## src/rtl/cic_decim_ctrl_if.sv

```systemverilog
// Control/status bundle between the CIC comb sequencer and its host/datapath.
// The slave side is the sequencer; the master side drives run control and rate requests.
interface cic_decim_ctrl_if #(
  parameter int RATE_WIDTH = 8
);
  logic                  enable;
  logic                  sample_strobe;
  logic [RATE_WIDTH-1:0] rate_in;
  logic                  rate_load;
  logic                  hold_strobe;
  logic                  comb_strobe;
  logic                  comb_sel;
  logic                  out_valid_i;
  logic                  out_valid_q;
  logic [RATE_WIDTH-1:0] rate_active;
  logic                  overrun;

  modport master (
    output enable, sample_strobe, rate_in, rate_load,
    input  hold_strobe, comb_strobe, comb_sel, out_valid_i, out_valid_q, rate_active, overrun
  );

  modport slave (
    input  enable, sample_strobe, rate_in, rate_load,
    output hold_strobe, comb_strobe, comb_sel, out_valid_i, out_valid_q, rate_active, overrun
  );
endinterface

```

## src/rtl/cic_decim_ctrl.sv

```systemverilog
// CIC decimator comb-section sequencer: counts samples to each decimation boundary,
// latches I/Q, runs the shared differentiator for I then Q, and flags comb exits.
module cic_decim_ctrl #(
  parameter int RATE_WIDTH   = 8,
  parameter int DEFAULT_RATE = 16,
  parameter int MIN_RATE     = 4,
  parameter int COMB_STAGES  = 4
) (
  input logic             clock,
  input logic             reset,
  cic_decim_ctrl_if.slave bus
);
  typedef enum logic [2:0] {
    IDLE   = 3'd0,
    COUNT  = 3'd1,
    HOLD   = 3'd2,
    COMB_I = 3'd3,
    COMB_Q = 3'd4
  } state_t;

  localparam logic [RATE_WIDTH-1:0] MIN_RATE_W = RATE_WIDTH'(MIN_RATE);
  localparam logic [RATE_WIDTH-1:0] DEF_RATE_W = RATE_WIDTH'(DEFAULT_RATE);
  localparam logic [RATE_WIDTH-1:0] ONE_W      = RATE_WIDTH'(1'b1);

  state_t                 state_r;
  logic [RATE_WIDTH-1:0]  count_r;
  logic [RATE_WIDTH-1:0]  pending_r;
  logic                   pending_vld_r;
  logic [COMB_STAGES-1:0] line_i_r;
  logic [COMB_STAGES-1:0] line_q_r;
  logic                   boundary_s;
  logic                   in_pair_s;

  function automatic logic [RATE_WIDTH-1:0] clamp_rate(input logic [RATE_WIDTH-1:0] req);
    if (req < MIN_RATE_W) begin
      return MIN_RATE_W;
    end else begin
      return req;
    end
  endfunction

  assign boundary_s = bus.enable && bus.sample_strobe && (count_r == (bus.rate_active - ONE_W));
  assign in_pair_s  = (state_r == HOLD) || (state_r == COMB_I) || (state_r == COMB_Q);

  // Sample counter plus pending/active rate; a new rate only takes effect where the count restarts.
  always_ff @(posedge clock) begin
    if (!reset) begin
      count_r         <= '0;
      pending_r       <= '0;
      pending_vld_r   <= 1'b0;
      bus.rate_active <= DEF_RATE_W;
    end else begin
      if (!bus.enable || boundary_s) begin
        count_r <= '0;
      end else if (bus.sample_strobe) begin
        count_r <= count_r + ONE_W;
      end
      if (bus.rate_load) begin
        pending_r     <= clamp_rate(bus.rate_in);
        pending_vld_r <= 1'b1;
      end else if (pending_vld_r && (boundary_s || !bus.enable)) begin
        bus.rate_active <= pending_r;
        pending_vld_r   <= 1'b0;
      end
    end
  end

  // Pair sequencer; strobes are registered on the transition into the state that owns them.
  always_ff @(posedge clock) begin
    if (!reset) begin
      state_r         <= IDLE;
      bus.hold_strobe <= 1'b0;
      bus.comb_strobe <= 1'b0;
      bus.comb_sel    <= 1'b0;
      bus.overrun     <= 1'b0;
    end else begin
      bus.hold_strobe <= 1'b0;
      bus.comb_strobe <= 1'b0;
      case (state_r)
        IDLE: begin
          if (bus.enable) begin
            state_r <= COUNT;
          end
        end
        COUNT: begin
          if (boundary_s) begin
            state_r         <= HOLD;
            bus.hold_strobe <= 1'b1;
          end else if (!bus.enable) begin
            state_r <= IDLE;
          end
        end
        HOLD: begin
          state_r         <= COMB_I;
          bus.comb_strobe <= 1'b1;
          bus.comb_sel    <= 1'b0;
        end
        COMB_I: begin
          state_r         <= COMB_Q;
          bus.comb_strobe <= 1'b1;
          bus.comb_sel    <= 1'b1;
        end
        COMB_Q: begin
          state_r <= bus.enable ? COUNT : IDLE;
        end
        default: begin
          state_r <= IDLE;
        end
      endcase
      if (!bus.enable) begin
        bus.overrun <= 1'b0;
      end else if (boundary_s && in_pair_s) begin
        bus.overrun <= 1'b1;
      end
    end
  end

  // Per-channel copy of the comb strobe, aged through the differentiator latency.
  always_ff @(posedge clock) begin
    if (!reset) begin
      line_i_r <= '0;
      line_q_r <= '0;
    end else begin
      line_i_r[0] <= bus.comb_strobe & ~bus.comb_sel;
      line_q_r[0] <= bus.comb_strobe & bus.comb_sel;
      for (int k = 1; k < COMB_STAGES; k++) begin
        line_i_r[k] <= line_i_r[k-1];
        line_q_r[k] <= line_q_r[k-1];
      end
    end
  end

  assign bus.out_valid_i = line_i_r[COMB_STAGES-1];
  assign bus.out_valid_q = line_q_r[COMB_STAGES-1];
endmodule

```

## src/flat_wrapper.sv

```systemverilog
// flat-port wrapper written by rule: the top's interface ports become plain ports
module cic_decim_ctrl_flat 
#(
  parameter int RATE_WIDTH   = 8,
  parameter int DEFAULT_RATE = 16,
  parameter int MIN_RATE     = 4,
  parameter int COMB_STAGES  = 4
)
  (clock, reset, bus_enable, bus_sample_strobe, bus_rate_in, bus_rate_load, bus_hold_strobe, bus_comb_strobe, bus_comb_sel, bus_out_valid_i, bus_out_valid_q, bus_rate_active, bus_overrun);
  cic_decim_ctrl_if #(.RATE_WIDTH(RATE_WIDTH)) bus_i ();
  input logic clock;
  input logic reset;
  input wire logic [$bits(bus_i.enable)-1:0] bus_enable;
  input wire logic [$bits(bus_i.sample_strobe)-1:0] bus_sample_strobe;
  input wire logic [$bits(bus_i.rate_in)-1:0] bus_rate_in;
  input wire logic [$bits(bus_i.rate_load)-1:0] bus_rate_load;
  output wire logic [$bits(bus_i.hold_strobe)-1:0] bus_hold_strobe;
  output wire logic [$bits(bus_i.comb_strobe)-1:0] bus_comb_strobe;
  output wire logic [$bits(bus_i.comb_sel)-1:0] bus_comb_sel;
  output wire logic [$bits(bus_i.out_valid_i)-1:0] bus_out_valid_i;
  output wire logic [$bits(bus_i.out_valid_q)-1:0] bus_out_valid_q;
  output wire logic [$bits(bus_i.rate_active)-1:0] bus_rate_active;
  output wire logic [$bits(bus_i.overrun)-1:0] bus_overrun;
  assign bus_i.enable = bus_enable;
  assign bus_i.sample_strobe = bus_sample_strobe;
  assign bus_i.rate_in = bus_rate_in;
  assign bus_i.rate_load = bus_rate_load;
  assign bus_hold_strobe = bus_i.hold_strobe;
  assign bus_comb_strobe = bus_i.comb_strobe;
  assign bus_comb_sel = bus_i.comb_sel;
  assign bus_out_valid_i = bus_i.out_valid_i;
  assign bus_out_valid_q = bus_i.out_valid_q;
  assign bus_rate_active = bus_i.rate_active;
  assign bus_overrun = bus_i.overrun;
  cic_decim_ctrl #(.RATE_WIDTH(RATE_WIDTH), .DEFAULT_RATE(DEFAULT_RATE), .MIN_RATE(MIN_RATE), .COMB_STAGES(COMB_STAGES)) u_core (.clock(clock), .reset(reset), .bus(bus_i));
endmodule
```

## config.mk

```make
export PLATFORM = sky130hd
export DESIGN_NAME = cic_decim_ctrl_flat
export DESIGN_NICKNAME = d
export VERILOG_FILES = /design/src/rtl/cic_decim_ctrl_if.sv /design/src/rtl/cic_decim_ctrl.sv /design/src/flat_wrapper.sv
export SDC_FILE = /design/constraint.sdc
export NUM_CORES = 1
export LEC_CHECK = 0
export ABC_AREA = 0
export CAP_MARGIN = 0
export CORE_MARGIN = 1.5
export CORE_UTILIZATION = 50
export DETAILED_ROUTE_END_ITERATION = 8
export PLACE_DENSITY = 0.77
export SYNTH_ARGS = -nofsm -noshare
export SYNTH_HDL_FRONTEND = slang
export SYNTH_SLANG_ARGS = --single-unit
```

## constraint.sdc

```tcl
create_clock -name clock -period 6.55 [get_ports clock]
set_input_delay 1.6375 -clock clock [delete_from_list [all_inputs] [get_ports clock]]
set_output_delay 1.6375 -clock clock [all_outputs]
set_load 0.02 [all_outputs]
```

=== Word-level counts from Yosys, hierarchy flattened ===
Cells that the tools add are included.

* Register bits after elaboration: 40
* Bits in latches: 0
* Memory bits (writable): 0
* ROM bits: 0
* Memories kept: 0

* Add/subtract/negate cells: 2
* Multipliers: 0
* Div/mod/pow operators: 0
* Magnitude comparators: 1
* Eq/ne operators: 7
* Shift operators: 0
* Muxes and demuxes: 11
* Bitwise gates (word level): 5
* Reduce and logical (&&, ||, !) cells: 17

{| class="wikitable"
|+ Operator list
! cell !! number
|-
| $pmux W3 S5 || 1
|-
| $mux W3 || 3
|-
| $add A8 B1 Y8 const B || 1
|-
| $eq A8 B8 Y1 || 1
|-
| $lt A8 B3 Y1 const B || 1
|-
| $mux W8 || 1
|-
| $reduce_and A2 Y1 || 4
|-
| $sub A8 B1 Y8 const B || 1
|-
| $eq A3 B2 Y1 const B || 2
|-
| $mux W1 || 5
|-
| $logic_and A1 B1 Y1 || 4
|-
| $reduce_bool A2 Y1 || 2
|-
| $reduce_or A2 Y1 || 2
|-
| $eq A3 B1 Y1 const B || 1
|-
| $eq A3 B3 Y1 const B || 1
|-
| $logic_not A3 Y1 || 1
|-
| $logic_or A1 B1 Y1 || 3
|-
| $ne A3 B2 Y1 const B || 1
|-
| $not A1 Y1 || 3
|-
| $and A1 B1 Y1 || 2
|-
| $ne A2 B2 Y1 const B || 1
|-
| $pmux W1 S2 || 1
|-
| $logic_not A1 Y1 || 1
|}

=== Longest topological paths before layout ===
Gate-level depths: netlist of run 1.

* Word-level depth: 7
* Depth in mapped cells: 7
* Mapped depth without buffers: 7

=== Worst setup path after synthesis of run 1 ===
OpenSTA, ideal clock, no wires.

* Path type: in2reg
* Start point: input bus_sample_strobe
* End point: register u_core.pending_vld_r
* Setup time: 142 ps
* Arrival: 3001 ps
* Path slack: 3408 ps
* Stages: 6
* Cells stage by stage: clkbuf_1 nand2_1 nor3_1 o211ai_1 o311ai_2 o21ai_0

* Longest elaborated chain between the ends: 5

{| class="wikitable"
|+ Ends and longest elaborated chain
! item !! line !! text
|-
| start, declared || flat_wrapper.sv:14 || <nowiki>input wire logic [$bits(bus_i.sample_strobe)-1:0] bus_sample_strobe;</nowiki>
|-
| $logic_and A1 B1 Y1 (2 in series) || cic_decim_ctrl.sv:42 || <nowiki>assign boundary_s = bus.enable && bus.sample_strobe && (count_r == (bus.rate_active - ONE_W));</nowiki>
|-
| $logic_or A1 B1 Y1 || cic_decim_ctrl.sv:61 || <nowiki>end else if (pending_vld_r && (boundary_s || !bus.enable)) begin</nowiki>
|-
| $logic_and A1 B1 Y1 || cic_decim_ctrl.sv:61 ||
|-
| $reduce_bool A2 Y1 (no line) || - ||
|-
| end signal, assigned || cic_decim_ctrl.sv:50 || <nowiki>pending_vld_r <= 1'b0;</nowiki>
|-
| end signal, assigned || cic_decim_ctrl.sv:60 || <nowiki>pending_vld_r <= 1'b1;</nowiki>
|-
| end signal, assigned || cic_decim_ctrl.sv:63 || <nowiki>pending_vld_r <= 1'b0;</nowiki>
|-
| end, declared || cic_decim_ctrl.sv:28 || <nowiki>logic pending_vld_r;</nowiki>
|}

No other way between the ends.
A chain may end at the register's enable or synchronous reset.

=== Worst setup path after layout of run 1 ===
Ends and elaborated chain as after synthesis.

==> impl_metrics.ini, run 1 <==
[clocking]
clk_path_buf_depth = 2
cts-root-buf = clkbuf_4
cts_tree = built
cts.sinks = 40
ctsResizeCount = 0
path_clk_slew_ns = 0.11
cts_buffers = 5
clock_tree.htree_level_count = 2
cts.hold.buffers_added = 0
clk_latency_ns = 0.35
cts_setup_buffers = 0

[placement]
place_congestion = 0.831
postPlaceCellArea_um2 = 2080
port_buffers = 26
hpwl_mm = 2.58
dp_cells = 256
dp_worst_setup_slack_ns = 2.69

[timing]
finClkSkew_ns = 0.0141
fin_tns_setup_ns = 0
slew_viol_final = 0
hold_viol = 0
fmax_mhz = 288
slew_headroom_pct = 25.6
layout_min_cycle_time_ns = 3.47
setup_viol = 0
tightest_slew_ns = 1.11
hold_slack_ns = 0.445
setup_slack_ns = 3.08
rsz0062_at_grt = false
fin_crit_sh_pct = 52.9

[worst_setup_path]
slowest_delay_ns = 0.67
cp.arrival_ns = 3.69
crit_slowest_cell = o311ai_2
start_kind = primary input
worstPathCellList = clkdlybuf4s50_1 > nand2_1 > nor3_1 > o211ai_1 > o311ai_2 > o21ai_0
worstRegToRegCells = 7
required_ns = 6.77
critPathCaptureType = register
critPathKind = primary input to register
critPathMaxFanout = 10

[yosys]
syn_avg_cell_area_um2 = 9.35
synth_cell_type_count = 40
synth_cells = 192
synthTopCellsByArea = dfxtp_1 (45%), mux2i_1 (7.8%), xor2_1 (4.4%)
synth_top_area_share_pct = 44.6
synth_seq_cells = 40
syn-num-nets = 207
synth_edf_count = 0
synth-main-ff-cell = dfxtp_1
yosys.area.top_type = dfxtp_1
seq_area_frac_synth_pct = 44.6
netlist_area_um2 = 1800
synth-async-reset-ratio_pct = 0
yosys_warnings = 0

[power_and_ir_drop]
vdd_drop_max_uv = 202
power_density_nw_per_um2 = 225
leakagePower_uw = 0.000815

[min_path]
hold_class = register to register
hold_path_depth = 1

[floorplanning]
start_util_pct = 53.0
core.rowCount = 21
core_area_um2 = 3390
fp.dieArea_um2 = 3960
io_pins = 27
fp.dieW_um = 62.9
die_y_um = 62.9

[finish]
antennaDiodeCount = 0
multi_input_area_um2 = 948
final_cell_area_um2 = 2180
syn2layout_area_growth_pct = 21.4
drive_gt1_share_pct = 5.53
fill_cells = 282
regArea_um2 = 801
final_nets = 232
fin_cells = 263

[global_route]
grt.overflow.total = 0
grt_pass1_wl_mm = 6.04
antenna_found_initial = 0
grt_pass1_vias = 1337
grt_use_total_pct = 19.6
grt_max_degree = 41

[detailed_routing]
wl_per_cell_um = 13.3
wl_mm = 3.49
vias = 1399
first_pass_iters = 4
vias_per_cell = 5.32
route.detailed.drc = 0
drtIter0Drc = 90
antenna_left = 0

[run_status]
outcome = finished clean

[flow_run]
drv_cap = 0
[cell type report]
| type | count | share of cell area (%) |
|---|---|---|
| clock buffer | 5 | 1.72 |
| clock inverter | 2 | 2.76 |
| inverter | 4 | 0.689 |
| multi-input combinational | 140 | 43.5 |
| sequential | 40 | 36.7 |
| tap | 46 | 2.64 |
| timing repair buffer | 26 | 11.9 |
[per-layer routing]
| layer | vias up | share of wire (%) | GRT usage [%] |
|---|---|---|---|
| met5 | - | 0 | 0 |
| met4 | 0 | 2.5 | 9.72 |
| met3 | 10 | 5.2 | 6.67 |
| met2 | 35 | 46 | 30.9 |
| met1 | 642 | 46 | 23.8 |
| li1 | 712 | - | - |
[registers in the layout, summed over array words and instances (netlist names)]
register                cells
u_core.count_r              8
u_core.bus.comb_strobe      1
u_core.pending_vld_r        1
u_core.bus.hold_strobe      1
u_core.bus.overrun          1
u_core.bus.comb_sel         1
u_core.pending_r            8
u_core.line_q_r             4
u_core.state_r              3
u_core.bus.rate_active      8
u_core.line_i_r             4
[power breakdown]
group	leakage, µW	internal (µW)	switching, µW	total (µW)
combinational	0.000439	19.9	19.6	39.5
sequential	0.000325	249	5.65	254
clock	0.0000513	117	79.7	197
total	0.000815	385	105	490
[placed cells by master (no fill, tap or decap), types with 2 or more instances in the layout]
master,instances
dfxtp_1,40
clkdlybuf4s50_1,26
nand2_1,20
nor2_1,18
mux2i_1,14
nor2b_1,11
xor2_1,9
xnor2_1,7
and2_1,7
nand3_1,5
nor3_1,5
and3_1,5
clkbuf_4,5
inv_1,4
a21oi_1,4
nand4_1,3
o21ai_0,3
o22ai_1,2
o211ai_1,2
nor4_1,2
nand2b_1,2
a21boi_0,2
ha_1,2
bufinv_16,2
[critical path, delay by kind of cell]
| kind | cells | cell delay [ns] |
|---|---|---|
| compound gates | 3 | 1.10 |
| simple gates | 2 | 0.34 |
| buf+inv | 1 | 0.61 |
[kinds of logic after synthesis]
logic type	Yosys count	share of synthesized area (%)
xor+xnor	16	7.81
flops	40	44.6
simple gates	85	25.0
fa+ha+maj	2	1.39
buf+inv	12	2.58
mux	14	7.80
compound gates	23	10.8
[cell usage after synthesis (4+ instances only)]
cell       n
clkbuf_1   7
dfxtp_1   40
nor3_1     5
xnor2_1    7
nand2_1   20
inv_1      4
and3_1     5
a21oi_1    4
and2_1     7
nand3_1    5
xor2_1     9
nor2b_1   11
nor2_1    18
mux2i_1   14
[metrics by stage]
step,utilization (%),power [µW]
floorplan,-,284
finish,64.3,490
detailed placement,61.4,299
CTS,64.3,495
global placement,61.4,298
global route,64.3,512
[path summary, 6_finish.rpt]
check,from,end,slack (ns)
setup / recovery,bus_sample_strobe,u_core.pending_vld_r$_SDFFE_PN0P_,3.08
hold / removal,u_core.line_i_r[2]$_SDFF_PN0_,u_core.line_i_r[3]$_SDFF_PN0_,0.44
setup reg to reg,u_core.bus.rate_active[0]$_SDFFE_PN0P_,u_core.pending_vld_r$_SDFFE_PN0P_,4.07
hold reg to reg,u_core.line_i_r[2]$_SDFF_PN0_,u_core.line_i_r[3]$_SDFF_PN0_,0.44
No activity file was read; power rests on OpenSTA's default activity.
==> run 2: changes to the inputs <==
Settings changed: CORE_UTILIZATION 50 to 48.
Clock period 6.55 ns to 2.9 ns, I/O delays scaled along.
==> run 2 against run 1 <==
Compared with the run above:
- global-route usage is 0.38 points lower
- setup slack got worse by 2.6 ns
- clock-buffer cell count rose by 1
- routed wire length rose by 0.57%
- via count increased by 2.0%
- clock skew is 0.0091 ns lower
- power up 130%
- clock power up 120%
- largest power group unchanged
- first-iteration DRC count fell by 12%
==> impl_metrics.ini, run 2 (synthesized netlist as in run 1, its figures left out) <==
[run_status]
outcome = finished clean

[clocking]
ctsResizeCount = 0
cts.sinks = 40
cts_buffers = 5
cts-root-buf = clkbuf_8
path_clk_slew_ns = 0.07
clock_tree.htree_level_count = 2
cts_tree = built
clk_path_buf_depth = 2
cts_setup_buffers = 0
clk_latency_ns = 0.29
cts.hold.buffers_added = 0

[detailed_routing]
vias_per_cell = 5.25
met1_length_mm = 1.69
wl_mm = 3.51
antenna_left = 0
vias = 1427
met2_length_mm = 1.59
wl_per_cell_um = 12.9
maxUsedRoutingLayer = met4
wl_met3_um = 182
drtIter0Drc = 79
route.detailed.drc = 0
first_pass_iters = 4

[finish]
antennaDiodeCount = 0
syn2layout_area_growth_pct = 24.6
drive_gt1_share_pct = 8.04
fin_cells = 272
reg_top3 = u_core.bus.rate_active: 8 flops, u_core.count_r: 8 flops, u_core.pending_r: 8 flops
regArea_um2 = 801
multi_input_area_um2 = 948
final_cell_mix = dfxtp_1 (40), clkdlybuf4s50_1 (26), nand2_1 (20), nor2_1 (18), mux2i_1 (14)
final_nets = 238
fill_cells = 316
layout_commonest_cell = dfxtp_1

[timing]
layout_min_cycle_time_ns = 2.38
fin_tns_setup_ns = 0
fin_crit_sh_pct = 82.2
rsz0062_at_grt = false
fmax_mhz = 420
finClkSkew_ns = 0.00494
slew_headroom_pct = 64.1
hold_slack_ns = 0.435
slew_viol_final = 0
tightest_slew_ns = 0.539
setup_viol = 0
hold_viol = 0

[worst_setup_path]
cp.arrival_ns = 2.60
crit_buf_inv = 1
critPathMaxFanout = 7
slowest_delay_ns = 0.54
worstPathCellList = inv_1 > ha_1 > o21ba_1 > a221oi_2 > nor2_1 > or4_1 > o31ai_2
critPathKind = register to register
critPathCaptureType = register
start_kind = register
cp-startpoint = u_core.bus.rate_active[0]$_SDFFE_PN0P_
reg2reg_from = u_core.bus.rate_active[0]$_SDFFE_PN0P_
required_ns = 3.12
crit_slowest_cell = or4_1
crit_family = compound AO/OA/AOI/OAI gates

[power_and_ir_drop]
pwr-share-comb_pct = 8.6
leakagePower_uw = 0.000848
vdd_drop_max_uv = 237
pwr-share-seq_pct = 51.8
power_density_nw_per_um2 = 496
power_switching_uw = 243
p_int_uw = 866
switching_share_pct = 21.9
p_clk_share_pct = 39.6

[placement]
port_buffers = 26
place_congestion = 0.867
dp_cells = 264
hpwl_mm = 2.50

[min_path]
hold_class = register to register
min_from = u_core.line_i_r[2]$_SDFF_PN0_

[floorplanning]
start_util_pct = 49.4
die_y_um = 64.2
fp.dieW_um = 64.2
io_pins = 27
core_area_um2 = 3630
core.rowCount = 22
fp.dieArea_um2 = 4120

[global_route]
antenna_found_initial = 0
grt.overflow.total = 0
grt_max_degree = 36
grt_use_total_pct = 19.2
grt_pass1_vias = 1305
grt_pass1_wl_mm = 6.06

[flow_run]
drv_cap = 0
[run 2: cell count changes in the layout (fill, tap and decap cells not counted)]
| cell | before | now |
|---|---|---|
| clkbuf_4 | 5 | 0 |
| clkinv_2 | 0 | 1 |
| buf_4 | 0 | 6 |
| bufinv_16 | 2 | 1 |
| clkbuf_8 | 0 | 5 |
| clkbuf_1 | 0 | 1 |
[run 2: cell type report]
class                   instances  share of cell area (%)
flip-flops and latches         40                    35.8
repair buffers                 32                    13.6
clock inverters                 2                    1.57
multi-input cells             140                    42.4
inverters                       4                   0.671
well taps                      48                    2.68
clock buffers                   6                    3.24
[run 2: worst paths after layout]
check,endpoint,slack (ns),cells after the start
worst min-delay path,u_core.line_i_r[3]$_SDFF_PN0_,0.43,1
worst min register to register,u_core.line_i_r[3]$_SDFF_PN0_,0.43,1
worst max register to register,u_core.state_r[1]$_SDFFE_PN0P_,0.52,7
worst max-delay path,u_core.state_r[1]$_SDFFE_PN0P_,0.52,7
[run 2: power groups by stage]
stage / Clock [µW] / Combinational, µW / Sequential [µW]
after floorplan: 0 / 54.9 / 586
after global placement: 0 / 93.9 / 586
after detailed placement: 0 / 95.3 / 587
after CTS: 446 / 96.3 / 574
after global routing: 471 / 106 / 576
final: 439 / 95.7 / 574
[run 2: routing by layer]
layer	GRT usage, %	vias to the layer above
li1	-	725
met1	24.6	660
met2	30.2	38
met3	5.11	4
met4	8.78	0
met5	0	-
[run 2: through the flow]
stage               setup slack [ns]  area, µm²  utilization [%]  power (µW)
global route                   0.355       2240             61.6        1150
floorplan                      0.649       1800                -         641
finish                         0.516       2240             61.6        1110
detailed placement             0.311       2130             58.6         682
global placement               0.353       2130             58.6         680
CTS                            0.518       2240             61.6        1120
